$ cat config.mk
export PLATFORM = sky130hd
export DESIGN_NAME = hazard_irq_ctrl
export DESIGN_NICKNAME = d
export VERILOG_FILES = /design/src/rtl/hazard_irq_ctrl_pkg.sv /design/src/rtl/hazard_irq_ctrl_hazard_detect.sv /design/src/rtl/hazard_irq_ctrl.sv
export SDC_FILE = /design/constraint.sdc
export NUM_CORES = 1
export LEC_CHECK = 0
export CAP_MARGIN = 20
export CORE_MARGIN = 2
export CORE_UTILIZATION = 35
export CTS_BUF_LIST = sky130_fd_sc_hd__clkbuf_4 sky130_fd_sc_hd__clkbuf_8
export DETAILED_ROUTE_END_ITERATION = 10
export PLACE_DENSITY_LB_ADDON = 0.08
export SLEW_MARGIN = 25
export SYNTH_ARGS = -nofsm -noshare
export SYNTH_HDL_FRONTEND = slang
export SYNTH_HIERARCHICAL = 1
export SYNTH_SLANG_ARGS = --single-unit
$ cat constraint.sdc
create_clock -name clk -period 4.89 [get_ports clk]
set_clock_uncertainty 0.2 [all_clocks]
set_input_delay 0.978 -clock clk [delete_from_list [all_inputs] [get_ports clk]]
set_output_delay 0.978 -clock clk [all_outputs]
set_load 0.05 [all_outputs]
$ cat src/rtl/hazard_irq_ctrl_pkg.sv
// hazard_irq_ctrl_pkg: state encoding, PCSrc codes and counter helper shared with ID.
package hazard_irq_ctrl_pkg;

    typedef enum logic [1:0] {
        RUN      = 2'd0,
        STALL    = 2'd1,
        IRQ_HOLD = 2'd2
    } state_e;

    localparam logic [2:0] PCSRC_SEQ    = 3'd0;
    localparam logic [2:0] PCSRC_BRANCH = 3'd1;
    localparam logic [2:0] PCSRC_JUMP   = 3'd2;
    localparam logic [2:0] PCSRC_IRQ    = 3'd3;
    localparam logic [2:0] PCSRC_EXC    = 3'd4;

    function automatic logic [1:0] sat_dec(input logic [1:0] v);
        return (v == 2'd0) ? 2'd0 : v - 2'd1;
    endfunction

endpackage

$ cat src/rtl/hazard_irq_ctrl_hazard_detect.sv
// hazard_detect: number of stall cycles the ID instruction needs for hazards forwarding cannot cover.
module hazard_detect #(
    parameter int LOAD_BR_STALL = 2
) (
    input  logic [4:0] rs_i,
    input  logic [4:0] rt_i,
    input  logic       use_rt_i,
    input  logic       branch_i,
    input  logic       jump_i,
    input  logic       jr_i,
    input  logic       mem_read_ex_i,
    input  logic       reg_write_ex_i,
    input  logic [4:0] wa_ex_i,
    input  logic       mem_read_mem_i,
    input  logic [4:0] wa_mem_i,
    output logic [1:0] n_o
);
    logic rt_used, is_br, plain, m_ex, m_mem, n_one, n_long;

    // jr/jalr read rs only, whatever the rt field happens to hold
    assign rt_used = use_rt_i & ~jr_i;
    assign is_br   = branch_i | jr_i;
    assign plain   = ~branch_i & ~jump_i;
    assign m_ex    = (rs_i != 5'd0 && rs_i == wa_ex_i) || (rt_used && rt_i != 5'd0 && rt_i == wa_ex_i);
    assign m_mem   = (rs_i != 5'd0 && rs_i == wa_mem_i) || (rt_used && rt_i != 5'd0 && rt_i == wa_mem_i);
    assign n_long  = is_br & mem_read_ex_i & m_ex;
    assign n_one   = (plain & mem_read_ex_i & reg_write_ex_i & m_ex)
                   | (is_br & reg_write_ex_i & ~mem_read_ex_i & m_ex)
                   | (is_br & mem_read_mem_i & m_mem);
    assign n_o     = n_long ? 2'(LOAD_BR_STALL) : n_one ? 2'd1 : 2'd0;

endmodule

$ cat src/rtl/hazard_irq_ctrl.sv
// hazard_irq_ctrl: ID-stage stall/bubble sequencing plus safe-point interrupt and exception flushes.
module hazard_irq_ctrl
    import hazard_irq_ctrl_pkg::*;
#(
    parameter int LOAD_BR_STALL = 2,
    parameter int IRQ_HOLDOFF   = 2
) (
    input  logic        clk,
    input  logic        reset,
    input  logic [4:0]  rsaddrID,
    input  logic [4:0]  rtaddrID,
    input  logic        useRtID,
    input  logic        BranchID,
    input  logic        JumpID,
    input  logic        JRID,
    input  logic        exceptionID,
    input  logic [31:0] PCID,
    input  logic        MemReadEX,
    input  logic        RegWriteEX,
    input  logic [4:0]  regwriteaddrEX,
    input  logic        MemReadMEM,
    input  logic [4:0]  regwriteaddrMEM,
    input  logic        irq,
    output logic        stall,
    output logic        flushIDEX,
    output logic        flushIFID,
    output logic        intterupt,
    output logic        irq_pending
);
    if (LOAD_BR_STALL < 1 || LOAD_BR_STALL > 3) begin : g_bad_lbs
        $error("LOAD_BR_STALL must be 1..3");
    end
    if (IRQ_HOLDOFF < 0 || IRQ_HOLDOFF > 3) begin : g_bad_hold
        $error("IRQ_HOLDOFF must be 0..3");
    end

    state_e     state_q, state_d;
    logic [1:0] stall_cnt_q, stall_cnt_d, holdoff_q, holdoff_d, n;
    logic       pend_q, pend_d, prev_xfer_q, prev_xfer_d;
    logic       hz, take, exc, user, pc_unused;

    hazard_detect #(.LOAD_BR_STALL(LOAD_BR_STALL)) u_hd (
        .rs_i          (rsaddrID),
        .rt_i          (rtaddrID),
        .use_rt_i      (useRtID),
        .branch_i      (BranchID),
        .jump_i        (JumpID),
        .jr_i          (JRID),
        .mem_read_ex_i (MemReadEX),
        .reg_write_ex_i(RegWriteEX),
        .wa_ex_i       (regwriteaddrEX),
        .mem_read_mem_i(MemReadMEM),
        .wa_mem_i      (regwriteaddrMEM),
        .n_o           (n)
    );

    assign user      = ~PCID[31];
    assign pc_unused = ^PCID[30:0];

    always_ff @(posedge clk or negedge reset) begin
        if (!reset) begin
            state_q     <= RUN;
            stall_cnt_q <= 2'd0;
            holdoff_q   <= 2'd0;
            pend_q      <= 1'b0;
            prev_xfer_q <= 1'b0;
        end else begin
            state_q     <= state_d;
            stall_cnt_q <= stall_cnt_d;
            holdoff_q   <= holdoff_d;
            pend_q      <= pend_d;
            prev_xfer_q <= prev_xfer_d;
        end
    end

    always_comb begin
        state_d     = state_q;
        stall_cnt_d = hz ? n - 2'd1 : stall_cnt_q;
        if (state_q == STALL) begin
            stall_cnt_d = sat_dec(stall_cnt_q);
            state_d     = (stall_cnt_q <= 2'd1) ? RUN : STALL;
        end else if (hz && n > 2'd1) begin
            state_d = STALL;
        end else if (take) begin
            state_d = IRQ_HOLD;
        end else if (state_q == IRQ_HOLD && holdoff_q <= 2'd1) begin
            state_d = RUN;
        end
        holdoff_d   = take ? 2'(IRQ_HOLDOFF) : sat_dec(holdoff_q);
        pend_d      = take ? 1'b0 : (irq & user) ? 1'b1 : pend_q;
        prev_xfer_d = flushIFID ? 1'b0 : stall ? prev_xfer_q : (BranchID | JumpID);
    end

    // outputs are forced low while reset is held, even with hazard inputs active
    always_comb begin
        hz          = n != 2'd0;
        stall       = reset & ((state_q == STALL) | hz);
        take        = reset & (state_q == RUN) & ~hz & pend_q & ~prev_xfer_q & user & (holdoff_q == 2'd0);
        exc         = reset & exceptionID & user & ~stall & ~take;
        flushIDEX   = stall | take | exc;
        flushIFID   = take | exc;
        intterupt   = take;
        irq_pending = pend_q;
    end

endmodule

# After elaboration in Yosys (flattened, before gate mapping)
# Index checks and enable logic that the tools add are counted.
[totals] reg_bits=8 output_inout_bits=5
[op_classes] addsub=3 order_cmp=3 n_eq_ne=7 n_mux=16 n_bitwise=41 reduce_logical=18
[ops] operator="AND 1 bit" count=24
[ops] operator="== test 5 bit" count=4
[ops] operator="two-way mux 2 bit" count=10
[ops] operator="nonzero test 5 bit" count=2
[ops] operator="NOT 1 bit" count=9
[ops] operator="bitwise OR 1 bit" count=8
[ops] operator="logical AND 1 bit" count=7
[ops] operator="zero test 2 bit" count=3
[ops] operator="two-way mux 1 bit" count=6
[ops] operator="nonzero test 2 bit" count=3
[ops] operator="subtractor 2 x 1 -> 2 bit, second input constant" count=3
[ops] operator="less-or-equal comparator 2 x 1 -> 1 bit, second input constant" count=2
[ops] operator="nonzero test 4 bit" count=1
[ops] operator="== test 2 x 1 -> 1 bit, second input constant" count=1
[ops] operator="== test 2 bit, second input constant" count=1
[ops] operator="> comparator 2 x 1 -> 1 bit, second input constant" count=1
[ops] operator="logical OR 1 bit" count=2
[ops] operator="inequality test 2 x 1 -> 1 bit, second input constant" count=1

# Logic depth before layout (Yosys ltp)
# Gate-level depths: netlist of run 1.
[depth] ltp_word=21 mapped_depth=11

# Hierarchy
# The synthesis of run 1 kept the hierarchy.
[modules_own_cells] module="hazard_irq_ctrl" n_inst=1 cells_per_inst=46 area_each_um2=461.7 seq_area_each_um2=200.2
[modules_own_cells] module="hazard_detect" n_inst=1 cells_per_inst=42 area_each_um2=326.6 seq_area_each_um2=0.0

# Worst setup path before layout of run 1
# OpenSTA, ideal clock, no wires.
[synth_timing] path_kind="input port to output port" startpoint="input port rsaddrID[1]" endpoint="output port flushIDEX" t_arrival_ns=3.435 t_required_ns=3.712 slack_ns=0.277 path_stages=9 cell_sequence="or4_1 > nor2_1 > nor4_1 > o221a_4 > a21oi_2 > inv_1 > ha_1 > a21boi_2 > o21bai_1"
[synth_between] elab_cells_between_ends=30 classes_between="2 x eq/ne; 2 x mux; 20 x bitwise; 6 x reduce/logical"
[synth_lines] element="start, declared" line_no="hazard_irq_ctrl.sv:10" text="input logic [4:0] rsaddrID,"
[synth_lines] element="== test 5 bit / nonzero test 5 bit (equally long branches)" line_no="hazard_irq_ctrl_hazard_detect.sv:24" text="assign m_ex = (rs_i != 5'd0 && rs_i == wa_ex_i) || (rt_used && rt_i != 5'd0 && rt_i == wa_ex_i);"
[synth_lines] element="logical AND 1 bit *" line_no="hazard_irq_ctrl_hazard_detect.sv:24"
[synth_lines] element="logical OR 1 bit *" line_no="hazard_irq_ctrl_hazard_detect.sv:24"
[synth_lines] element="AND 1 bit *" line_no="hazard_irq_ctrl_hazard_detect.sv:26" text="assign n_long = is_br & mem_read_ex_i & m_ex;"
[synth_lines] element="via u_hd.n_long" line_no="hazard_irq_ctrl_hazard_detect.sv:18" text="logic rt_used, is_br, plain, m_ex, m_mem, n_one, n_long;"
[synth_lines] element="two-way mux 2 bit *" line_no="hazard_irq_ctrl_hazard_detect.sv:30" text="assign n_o = n_long ? 2'(LOAD_BR_STALL) : n_one ? 2'd1 : 2'd0;"
[synth_lines] element="via n[0]" line_no="hazard_irq_ctrl.sv:38" text="logic [1:0] stall_cnt_q, stall_cnt_d, holdoff_q, holdoff_d, n;"
[synth_lines] element="nonzero test 2 bit *" line_no="hazard_irq_ctrl.sv:96" text="hz = n != 2'd0;"
[synth_lines] element="bitwise OR 1 bit *" line_no="hazard_irq_ctrl.sv:97" text="stall = reset & ((state_q == STALL) | hz);"
[synth_lines] element="AND 1 bit *" line_no="hazard_irq_ctrl.sv:97"
[synth_lines] element="via stall" line_no="hazard_irq_ctrl.sv:24" text="output logic stall,"
[synth_lines] element="NOT 1 bit" line_no="hazard_irq_ctrl.sv:99" text="exc = reset & exceptionID & user & ~stall & ~take;"
[synth_lines] element="AND 1 bit (2 in a row)" line_no="hazard_irq_ctrl.sv:99"
[synth_lines] element="bitwise OR 1 bit *" line_no="hazard_irq_ctrl.sv:100" text="flushIDEX = stall | take | exc;"
[synth_lines] element="end, declared" line_no="hazard_irq_ctrl.sv:25" text="output logic flushIDEX,"
# The timed path passes the listed nets; every way through them passes the cells marked *.

# Final worst setup path of run 1
[layout_timing] startpoint="input port rsaddrID[1]" endpoint="output port intterupt"
[layout_between] elab_cells_between_ends=22 classes_between="2 x eq/ne; 2 x mux; 12 x bitwise; 6 x reduce/logical"
[layout_lines] element="== test 5 bit / nonzero test 5 bit (equally long branches)" line_no="hazard_irq_ctrl_hazard_detect.sv:24"
[layout_lines] element="logical AND 1 bit *" line_no="hazard_irq_ctrl_hazard_detect.sv:24"
[layout_lines] element="logical OR 1 bit *" line_no="hazard_irq_ctrl_hazard_detect.sv:24"
[layout_lines] element="AND 1 bit *" line_no="hazard_irq_ctrl_hazard_detect.sv:26"
[layout_lines] element="two-way mux 2 bit *" line_no="hazard_irq_ctrl_hazard_detect.sv:30"
[layout_lines] element="via n[1]" line_no="hazard_irq_ctrl.sv:38"
[layout_lines] element="nonzero test 2 bit *" line_no="hazard_irq_ctrl.sv:96"
[layout_lines] element="NOT 1 bit *" line_no="hazard_irq_ctrl.sv:98" text="take = reset & (state_q == RUN) & ~hz & pend_q & ~prev_xfer_q & user & (holdoff_q == 2'd0);"
[layout_lines] element="AND 1 bit * (5 in a row)" line_no="hazard_irq_ctrl.sv:98"
[layout_lines] element="end, declared" line_no="hazard_irq_ctrl.sv:27" text="output logic intterupt,"
# Marks and branches as above.

==> results.toml, run 1 <==
[floorplan]
die_w_microns = 51.5
fp.dieH_microns = 51.5
std_cell_rows = 17
initial_core_util = 0.363
io_pins = 68
coreArea_sq_um = 2170
die-area_sq_um = 2650

[logic_synthesis]
yosysWarnings = 6
ys_seq_area_frac = 0.254
postSynthAreaPerCell_sq_um = 8.96
synth_top_family_by_area = "simple AND/OR/NAND/NOR gates"
synthSimpleGateAreaFrac = 0.243
synth_top_cell_by_area = "dfrtp_1"
synth_top_area_share = 0.254
syn_area_sq_um = 788
netlist_instances = 88
synth_fa_ha_area_frac = 0.0317
ys_types = 33
syn-num-nets = 153
synth_xor_area_frac = 0.222
synth-seq-cells = 8
synthTopCellsByArea = "dfrtp_1 25%, xnor2_1 13%, xor2_1 8.9%"
synthMuxAreaShare = 0.0254
synth-compound-area-share = 0.181

[finish]
seq_area_sq_um = 200
fin_util = 0.576
multiInputGateArea_sq_um = 557
layout.nets = 194
fin_cells = 155
antennaDiodeCount = 0
nFillCells = 240
drive_gt1_frac = 0.142
areaGrowthSynthToFinish_pct = 58.4

[clock_tree]
clock_latency_ns = 0.25
cts.clk_slew.worst_paths_ns = 0.05
cts_tree = "built"
post_cts_resized = 0
clockRootBuffer = "clkbuf_4"
h-tree-depth = 1
cts_buffers = 3
postCtsSetupBuffers = 0
cts.path.max_buffers = 2
cts_hold_buf = 0
cts_sinks = 8

[timing]
fin_crit_ns = 4.66
setup_viol = 0
max_slew_margin = 0.675
tns_ns = 0
max_slew.worst_pin.slew_ns = 0.487
fin_crit_sh = 0.953
max_freq_mhz = 215
finalHoldViolCount = 0
final_max_slew_viol_count = 0
rsz0062_at_grt = "false"

[grt]
overflow = 0
grt.total_usage = 0.162
grt_max_degree = 13
first_global_vias = 754
antenna_found_initial = 0
grt_pass1_wl_mm = 3.19

[setup_path]
crit_type = "input port to primary output"
worstSetupEndpointType = "primary output"
critPathMaxFanout = 7
crit_arrival_ns = 3.48
start_kind = "input port"
cp_data_required_time_ns = 3.71

[run]
drv_cap = 0

[power]
leakage_nw = 0.493
finalPower_mw = 0.250
vdd_drop_max_v = 0.000196
powerDensity_nw_per_um2 = 200

[placement]
portBuffers = 36
dp_cells = 152
post-dp-hpwl_mm = 1.69
place.gp.congestion = 0.725

[route]
routedWlPerCell_microns = 12.5
ant_nets = 0
drc = 0
drt-vias-per-instance = 4.84
first_pass_iters = 6
vias = 750
drt_iter0_markers = 5
wl_mm = 1.94

[status]
status = "finished clean"

[min_path]
hold_path_class = "flop to flop"
cell usage after synthesis, drive strengths merged:
master	instances
o221a	2
nor2b	3
nand2	3
nor4	4
nand2b	1
inv	7
xor2	8
xnor2	12
o211ai	2
nor2	7
nand3	6
o21ai	5
o221ai	1
ha	2
o21bai	1
a21oi	3
and3b	1
a21boi	1
or4	2
mux2i	2
dfrtp	8
nor4b	1
buf	1
nor3b	1
a22oi	1
or2	1
or3	1
o32ai	1
cell type report:
type / count / area share
inverters: 7 / 0.0210
flip-flops and latches: 8 / 0.160
multi-input cells: 72 / 0.446
clock buffers: 3 / 0.0180
repair buffers: 37 / 0.327
well taps: 28 / 0.0281
kinds of logic (layout without fill, tap and decap cells):
kind of cell / after synthesis / in the layout
AOI/OAI and AO/OA: 17 / 17
adders and majority gates: 2 / 2
muxes: 2 / 2
and+or+nand+nor: 31 / 31
DFF: 8 / 8
xor gates and xnor gates: 20 / 20
buffers and inverters: 8 / 47
power by group:
part	total [mW]	switching, mW	internal [mW]
sequential	0.0879	0.00888	0.0790
clock	0.0482	0.0203	0.0279
combinational	0.114	0.0531	0.0610
total	0.250	0.0823	0.168
layout by cell type, fill, tap and decap left out:
| cell type | n |
|---|---|
| a21boi_2 | 1 |
| xnor2_1 | 12 |
| or4_4 | 1 |
| o211ai_1 | 2 |
| o21ai_0 | 4 |
| clkbuf_4 | 3 |
| clkdlybuf4s50_1 | 32 |
| nor2b_2 | 1 |
| buf_12 | 4 |
| xor2_1 | 8 |
| nor4b_4 | 1 |
| nand3_1 | 6 |
| or2_2 | 1 |
| nand2_1 | 3 |
| inv_1 | 7 |
| buf_4 | 1 |
| nor3b_1 | 1 |
| nor2b_1 | 2 |
| and3b_1 | 1 |
| or3_1 | 1 |
| dfrtp_1 | 8 |
| or4_1 | 1 |
| nor4_1 | 4 |
| a21oi_2 | 1 |
| o32ai_1 | 1 |
| o221a_4 | 1 |
| ha_2 | 1 |
| mux2i_1 | 2 |
| nor2_1 | 7 |
| nand2b_1 | 1 |
| o221ai_1 | 1 |
| o21ai_2 | 1 |
| a22oi_2 | 1 |
| ha_1 | 1 |
| o221a_1 | 1 |
| o21bai_1 | 1 |
| a21oi_1 | 2 |
worst max-delay path: stages:
cell,delay (ns)
clkdlybuf4s50_1,0.46
or4_1,0.55
nor2_1,0.14
nor4_1,0.09
o221a_4,0.26
a21oi_2,0.14
inv_1,0.08
ha_2,0.23
and3b_1,0.17
nand3_1,0.11
inv_1,0.10
buf_12,0.15
per-stage QoR:
stage	area (sq um)	hold WS [ns]	worst slack [ns]
2_1_floorplan	788	0.278	0.277
3_3_place_gp	1220	0.298	0.163
3_5_place_dp	1220	0.312	0.133
4_1_cts	1250	0.322	0.128
5_1_grt	1250	0.355	0.0253
6_report	1250	0.320	0.230
layer usage:
layer / track usage / routed length (microns) / vias to the layer above
met5: 0 / 0 / -
met4: 0.0263 / 0 / 0
met3: 0.0497 / 132 / 0
met2: 0.274 / 903 / 28
met1: 0.205 / 900 / 329
li1: - / - / 393
sequential cells by signal (all words and copies together) (netlist names):
signal       flops
prev_xfer_q      1
holdoff_q        2
irq_pending      1
stall_cnt_q      2
state_q          2
worst paths after layout:
| check | from | endpoint | slack (ns) | cells past startpoint |
|---|---|---|---|---|
| max | rsaddrID[1] | intterupt | 0.23 | 12 |
| min | stall_cnt_q[1]$_DFFE_PN0N_ | stall_cnt_q[1]$_DFFE_PN0N_ | 0.32 | 2 |
| max reg2reg | holdoff_q[0]$_DFF_PN0_ | prev_xfer_q$_DFFE_PN0P_ | 3.43 | 3 |
| min reg2reg | stall_cnt_q[1]$_DFFE_PN0N_ | stall_cnt_q[1]$_DFFE_PN0N_ | 0.32 | 2 |
| max in group asynchronous | reset | stall_cnt_q[1]$_DFFE_PN0N_ | 3.30 | 1 |
| min in group asynchronous | reset | irq_pending$_DFFE_PN0P_ | 0.85 | 1 |
No activity file was read; power rests on OpenSTA's default activity.
==> inputs of run 2 (changes only) <==
- SETUP_SLACK_MARGIN: unset -> 0.4
==> results.toml, run 2 (synthesized netlist as in run 1, its figures left out) <==
[status]
status = "finished clean"

[run]
drv_cap = 0

[clock_tree]
cts.clk_slew.worst_paths_ns = 0.06
cts_tree = "built"
cts_hold_buf = 0
clockRootBuffer = "clkbuf_4"
cts_buffers = 3
clock_latency_ns = 0.25
cts.path.max_buffers = 2
cts_sinks = 8
h-tree-depth = 1

[timing]
max_freq_mhz = 229
setup_viol = 0
rsz0062_at_grt = "false"
finalHoldViolCount = 0
max_slew.worst_pin.slew_ns = 0.488
max_slew_margin = 0.673
layout_setup_ws_ns = 0.533
fin_crit_sh = 0.891
fin_crit_ns = 4.36
tns_ns = 0
final_max_slew_viol_count = 0

[setup_path]
worstSetupEndpointType = "primary output"
start_kind = "input port"
cp_data_required_time_ns = 3.71
crit_arrival_ns = 3.18
crit_type = "input port to primary output"
regToRegEndpoint = "prev_xfer_q$_DFFE_PN0P_"
critPathMaxFanout = 4
ff2ff_setup_slack_ns = 3.40
timing.rr.start = "holdoff_q[0]$_DFF_PN0_"
r2r_cells = 3

[finish]
final_cell_mix = "24 x clkdlybuf4s50_1, 12 x xnor2_1, 8 x dfrtp_1, 8 x xor2_1, 6 x inv_1"
areaGrowthSynthToFinish_pct = 68.3
largestRegisters = "holdoff_q x2, stall_cnt_q x2, state_q x2"
layout.nets = 195
antennaDiodeCount = 0
drive_gt1_frac = 0.227
seq_area_sq_um = 200
nFillCells = 204
mostFrequentLayoutCell = "clkdlybuf4s50_1"
multiInputGateArea_sq_um = 626

[placement]
place.gp.congestion = 0.751
post-dp-hpwl_mm = 1.62
portBuffers = 36
dp_worst_setup_slack_ns = 0.0876

[route]
ant_nets = 0
wl_mm = 1.92
first_pass_iters = 4
drt_iter0_markers = 14
drc = 0
routedWlPerCell_microns = 12.3
vias = 784
drt-vias-per-instance = 5.03

[power]
vdd_drop_max_v = 0.000162
powerDensity_nw_per_um2 = 194
finalPower_mw = 0.257
leakage_nw = 0.545

[min_path]
hold_start = "holdoff_q[0]$_DFF_PN0_"
min_to = "holdoff_q[0]$_DFF_PN0_"
hold_path_class = "flop to flop"
hold_path_depth = 1

[floorplan]
initial_core_util = 0.363
io_pins = 68
std_cell_rows = 17
die-area_sq_um = 2650
fp.dieH_microns = 51.5
die_w_microns = 51.5
coreArea_sq_um = 2170

[grt]
overflow = 0
grt.total_usage = 0.157
first_global_vias = 748
antenna_found_initial = 0
grt_pass1_wl_mm = 3.08
grt_max_degree = 13
==> run 2: cell types whose count changed in the layout (fill, tap and decap cells not counted), sizes merged <==
cell           before  now
dlygate4sd2         0    5
buf                 5    6
dlymetal6s2s        0    3
clkdlybuf4s50      32   24
==> run 2: how the worst max path moves through the flow <==
stage | from | end | slack, ns | depth (start not counted)
5_1_grt | rsaddrID[0] | flushIFID | 0.39 | 10
3_5_place_dp | rtaddrID[1] | intterupt | 0.09 | 12
6_report | rtaddrID[1] | intterupt | 0.53 | 12
4_1_cts | rtaddrID[4] | flushIDEX | 0.41 | 11
3_3_place_gp | rtaddrID[1] | intterupt | 0.14 | 12
2_1_floorplan | rsaddrID[1] | flushIDEX | 0.41 | 9
==> run 2: timing repair <==
action,4_1_cts,5_1_grt
resized for setup,13,9
setup buffers,1,0
pin swaps,3,3
setup endpoints to repair,4,3
==> run 2: per-stage QoR <==
stage          cells   util  cell area [sq um]  hold slack [ns]
6_report         156  0.611               1330            0.324
3_5_place_dp     152  0.567               1230            0.315
5_1_grt          156  0.611               1330            0.337
3_3_place_gp     152  0.567               1230            0.300
4_1_cts          156  0.597               1290            0.325
2_1_floorplan     88      -                796            0.278
==> run 2: layout make-up <==
type,instances,share of cell area
tap,28,0.0264
timing repair buffer,38,0.314
sequential,8,0.151
clock buffer,3,0.0170
multi-input combinational,72,0.472
inverter,7,0.0198
==> run 2: worst max-delay path, cell delays in order <==
cell           delay [ns]
dlygate4sd2_1        0.28
or4_4                0.57
o21ai_4              0.16
nor4_2               0.08
o221a_4              0.23
a21oi_2              0.14
inv_1                0.10
ha_4                 0.18
and3b_1              0.17
nand3_2              0.09
inv_2                0.06
buf_12               0.14
==> run 2: layer usage <==
layer,track usage,vias up,share of wire
met5,0,-,0
met4,0.0263,0,0
met3,0.0614,0,0.078
met2,0.263,24,0.46
met1,0.193,367,0.46
li1,-,393,-
==> run 2: power breakdown <==
part	total, mW	leakage [nW]	internal [mW]	switching, mW
Combinational	0.120	0.434	0.0621	0.0578
Sequential	0.0873	0.0976	0.0790	0.00829
Clock	0.0496	0.0138	0.0280	0.0215
